===== config.mk =====
export PLATFORM = sky130hd
export DESIGN_NAME = sipo_capture
export DESIGN_NICKNAME = d
export VERILOG_FILES = /design/src/rtl/sipo_capture.sv
export SDC_FILE = /design/constraint.sdc
export NUM_CORES = 1
export LEC_CHECK = 0
export CAP_MARGIN = 10
export CORE_MARGIN = 3
export CORE_UTILIZATION = 58
export DETAILED_ROUTE_END_ITERATION = 10
export DONT_BUFFER_PORTS = 1
export HOLD_SLACK_MARGIN = 0.15
export PLACE_DENSITY_LB_ADDON = 0.12
export SYNTH_ARGS = -nofsm -noshare
export SYNTH_HDL_FRONTEND = slang
export SYNTH_SLANG_ARGS = --single-unit

===== constraint.sdc =====
create_clock -name CK -period 1.65 [get_ports CK]
set_clock_uncertainty 0.1 [all_clocks]
set_input_delay 0.33 -clock CK [delete_from_list [all_inputs] [get_ports CK]]
set_output_delay 0.33 -clock CK [all_outputs]
set_load 0.01 [all_outputs]

===== src/rtl/sipo_capture.sv =====
// Serial-in/parallel-out capture cell with a valid/ready holding register.
// Define SIPO_PARITY_EN to append and check one even-parity bit per word.
module sipo_capture #(
   parameter int WIDTH     = 8,
   parameter bit MSB_FIRST = 1'b1
) (
   input  logic             CK,
   input  logic             CD,
   input  logic             SI,
   input  logic             SE,
   input  logic             QR,
   output logic [WIDTH-1:0] Q,
   output logic             QV,
   output logic             OVF,
   output logic             PERR
);

`ifdef SIPO_PARITY_EN
   localparam int LAST = WIDTH;
`else
   localparam int LAST = WIDTH - 1;
`endif
   localparam int CW = $clog2(WIDTH + 1);
   localparam logic [CW-1:0] CNT_LAST = CW'(LAST);

   typedef enum logic {EMPTY, FULL} state_t;

   state_t           state_q, state_d;
   logic [WIDTH-1:0] sh_q, sh_d;
   logic [WIDTH-1:0] shifted, word;
   logic [CW-1:0]    cnt_q, cnt_d;
   logic [WIDTH-1:0] q_q, q_d;
   logic             ovf_q, ovf_d;
   logic             perr_q, perr_d;
   logic             perr_word;
   logic             done, load, drop;

   always_comb begin
      shifted = MSB_FIRST ? {sh_q[WIDTH-2:0], SI}
                          : {SI, sh_q[WIDTH-1:1]};
      done    = SE && (cnt_q == CNT_LAST);
      cnt_d   = cnt_q;
      if (SE) cnt_d = done ? '0 : cnt_q + 1'b1;
`ifdef SIPO_PARITY_EN
      // The parity edge completes the word but is not shifted in
      word      = sh_q;
      perr_word = ^{sh_q, SI};
      sh_d      = (SE && !done) ? shifted : sh_q;
`else
      word      = shifted;
      perr_word = 1'b0;
      sh_d      = SE ? shifted : sh_q;
`endif
   end

   always_comb begin
      load   = done && ((state_q == EMPTY) || QR);
      drop   = done && (state_q == FULL) && !QR;
      q_d    = load ? word : q_q;
      perr_d = load ? perr_word : perr_q;
      ovf_d  = ovf_q | drop;
   end

   always_ff @(posedge CK) begin
      if (CD) begin
         state_q <= EMPTY;
         sh_q    <= '0;
         cnt_q   <= '0;
         q_q     <= '0;
         ovf_q   <= 1'b0;
         perr_q  <= 1'b0;
      end else begin
         state_q <= state_d;
         sh_q    <= sh_d;
         cnt_q   <= cnt_d;
         q_q     <= q_d;
         ovf_q   <= ovf_d;
         perr_q  <= perr_d;
      end
   end

   always_comb begin
      state_d = state_q;
      unique case (state_q)
         EMPTY: if (done) state_d = FULL;
         FULL:  if (!done && QR) state_d = EMPTY;
         default: state_d = EMPTY;
      endcase
   end

   always_comb begin
      QV   = (state_q == FULL);
      Q    = q_q;
      OVF  = ovf_q;
      PERR = perr_q;
   end

endmodule


==> results.py <==
metrics = {
    "status": {
        "status": "complete, no violations",
    },
    "setup_path": {
        "r2r_start": "cnt_q[0]",
        "ff2ff_path_depth": 4,
        "critPathMaxFanout": 10,
        "setup.worst_path.class": "flip-flop to flip-flop",
        "arrival_ps": 1520,
        "crit_path_start": "cnt_q[0]",
        "r2r-end": "Q[6]",
        "worstSetupEndpointType": "flip-flop",
        "crit_path_end": "Q[6]",
        "slowest_delay_ps": 380,
        "worstPathCellList": "ha_1, nand4b_2, o21ai_0, a21oi_1",
        "cp.required_ps": 1700,
        "r2r_setup_slack_ps": 190,
        "cp-start-kind": "flip-flop",
        "slowest_stage": "dfxtp_1",
    },
    "placement": {
        "port_buffers": 0,
        "pre_cts_ws_ps": 240,
        "place_congestion": 0.752,
        "dp_hpwl_um": 973,
        "placed_cell_area_um2": 791,
    },
    "power": {
        "ir_drop_v": 0.000783,
        "finalPower_mw": 0.788,
        "leakagePower_nw": 0.326,
        "cellPowerDensity_nw_per_um2": 931,
    },
    "timing": {
        "min_period_ps": 1460,
        "worst_pin_slew_ps": 706,
        "final-hold-violation-count": 0,
        "setup_tns_ps": 0,
        "rsz0062_at_grt": "false",
        "fin_ws_ps": 186,
        "setup_viol": 0,
        "hold_ws_ps": 159,
        "relSlewSlack": 0.528,
        "fmax_mhz": 683,
        "finalCritPeriodShare": 0.887,
        "slew_violations": 0,
    },
    "clock_network": {
        "cts.sinks": 21,
        "clk_pin_slew_ps": 100,
        "numCtsBuffers": 3,
        "cts_tree": "done",
        "htreeDepth": 1,
        "max-clock-path-buffers": 2,
        "clockRootBuffer": "clkbuf_4",
        "post_cts_buffers": 0,
        "clk_latency_ps": 290,
    },
    "drt": {
        "ant_nets": 0,
        "wl_per_cell_um": 14.7,
        "drt_iter0_markers": 7,
        "totalWireLength_um": 1470,
        "first_pass_iters": 4,
        "route.detailed.drc": 0,
        "vias_per_cell": 5.97,
        "routed-via-count": 597,
    },
    "die": {
        "ioPinCount": 16,
        "die_w_um": 43.3,
        "rows": 12,
        "fp.dieH_um": 43.3,
        "coreArea_um2": 1200,
        "initial_core_util": 0.672,
        "fp.dieArea_um2": 1870,
    },
    "logic_synthesis": {
        "yosysWarnings": 0,
        "yosys.area.top_type": "dfxtp_1",
        "synth.distinct_cells": 19,
        "syn_area_um2": 807,
        "yosysSeqAreaShare": 0.521,
        "synthCells": 85,
        "syn_nets": 91,
        "netlist_top_cells_area": "dfxtp_1 (52%), mux2i_1 (9.9%), a21oi_1 (6.8%)",
        "synth_top_area_frac": 0.521,
        "synth_seq_cells": 21,
        "avgSynthCellArea_um2": 9.49,
    },
    "global_routing": {
        "grt_pass1_wl_um": 2410,
        "antenna_found_initial": 0,
        "grt_pass1_vias": 534,
        "grt_max_degree": 22,
        "grt_overflow": 0,
        "grt_usage": 0.174,
    },
    "run": {
        "maxCapViolCount": 0,
    },
    "min_path": {
        "hold_path.class": "input pin to flip-flop",
    },
    "layout": {
        "nets": 93,
        "finalInstanceArea_um2": 847,
        "area.growth.synth_to_final_pct": 4.96,
        "diodes": 0,
        "drive_gt1_frac": 0.0465,
    },
}
[placed cells by master, fill, tap and decap left out]
| cell type | n |
|---|---|
| nor2b_1 | 1 |
| ha_1 | 1 |
| nand4b_2 | 1 |
| nor2_1 | 10 |
| dfxtp_1 | 21 |
| xor2_1 | 2 |
| o21ai_0 | 8 |
| mux2i_1 | 8 |
| nand4_1 | 1 |
| clkbuf_4 | 3 |
| nand3b_1 | 1 |
| dlygate4sd3_1 | 3 |
| and4b_1 | 1 |
| clkbuf_1 | 1 |
| nand3_1 | 8 |
| conb_1 | 1 |
| nor3_1 | 1 |
| nand2b_1 | 2 |
| nand2_1 | 1 |
| a21oi_1 | 11 |
[cells in the mapped netlist, drive strengths merged]
master,n
nand2,1
dfxtp,21
a21oi,11
o21ai,8
nor2,10
clkbuf,3
nand3b,1
nor3,1
conb,1
ha,1
mux2i,8
buf,3
xor2,2
nand4b,1
nor2b,1
nand4,1
nand2b,2
nand3,8
and4b,1
[metrics by stage]
stage,cells,utilization
floorplan,85,-
CTS,100,0.705
detailed placement,93,0.658
finish,100,0.705
global placement,93,0.658
global route,100,0.705
[worst min-delay path by stage]
stage,startpoint,endpoint,slack [ps],cells after the start
floorplan,CD,cnt_q[3],310,1
global placement,CD,Q[5],300,1
detailed placement,CD,Q[1],300,1
CTS,SE,cnt_q[2],160,3
global route,SE,cnt_q[2],170,3
finish,SE,cnt_q[2],160,3
[cell families (layout without fill, tap and decap cells)]
group / Yosys count / after routing / share of synthesized area
other: 1 / 1 / 0.00465
XOR/XNOR: 2 / 2 / 0.0217
buffers and inverters: 6 / 7 / 0.0419
multiplexers: 8 / 8 / 0.0992
AO/OA/AOI/OAI: 19 / 19 / 0.118
flip-flops: 21 / 21 / 0.521
AND/OR/NAND/NOR: 27 / 27 / 0.178
adder cells (fa/ha/maj): 1 / 1 / 0.0155
[cell type report]
class | count | area [um2]
fillers | 107 | 354
well taps | 14 | 17.5
repair buffers | 3 | 30.0
multi-input cells | 58 | 353
flip-flops and latches | 21 | 420
clock buffers | 4 | 26.3
[state kept, by name (all words and copies together) (netlist names)]
name,flops
sh_q,7
QV,1
OVF,1
Q,8
cnt_q,4
[what timing repair did]
item                      CTS  global route
hold buffers                3             0
hold endpoints to repair   21             0
resized for setup           0             0
[where the power goes]
| part | total, mW | switching [mW] | internal [mW] | leakage (nW) |
|---|---|---|---|---|
| registers | 0.520 | 0.00618 | 0.514 | 0.170 |
| clock network | 0.232 | 0.138 | 0.0941 | 0.0150 |
| logic | 0.0365 | 0.0202 | 0.0163 | 0.142 |
| total | 0.788 | 0.164 | 0.624 | 0.326 |
[critical path, delay by kind of cell, from the launching register on]
family	cells	cell delay, ps
AOI/OAI and AO/OA	2	380
DFF	1	380
adders and majority gates	1	210
and+or+nand+nor	1	250
[layer usage]
layer | wire length [um] | global-route usage
met1 | 694 | 0.227
met2 | 661 | 0.254
met3 | 74 | 0.0466
met4 | 36 | 0.108
met5 | 0 | 0
Note: power is estimated with default switching activity, not from simulation.
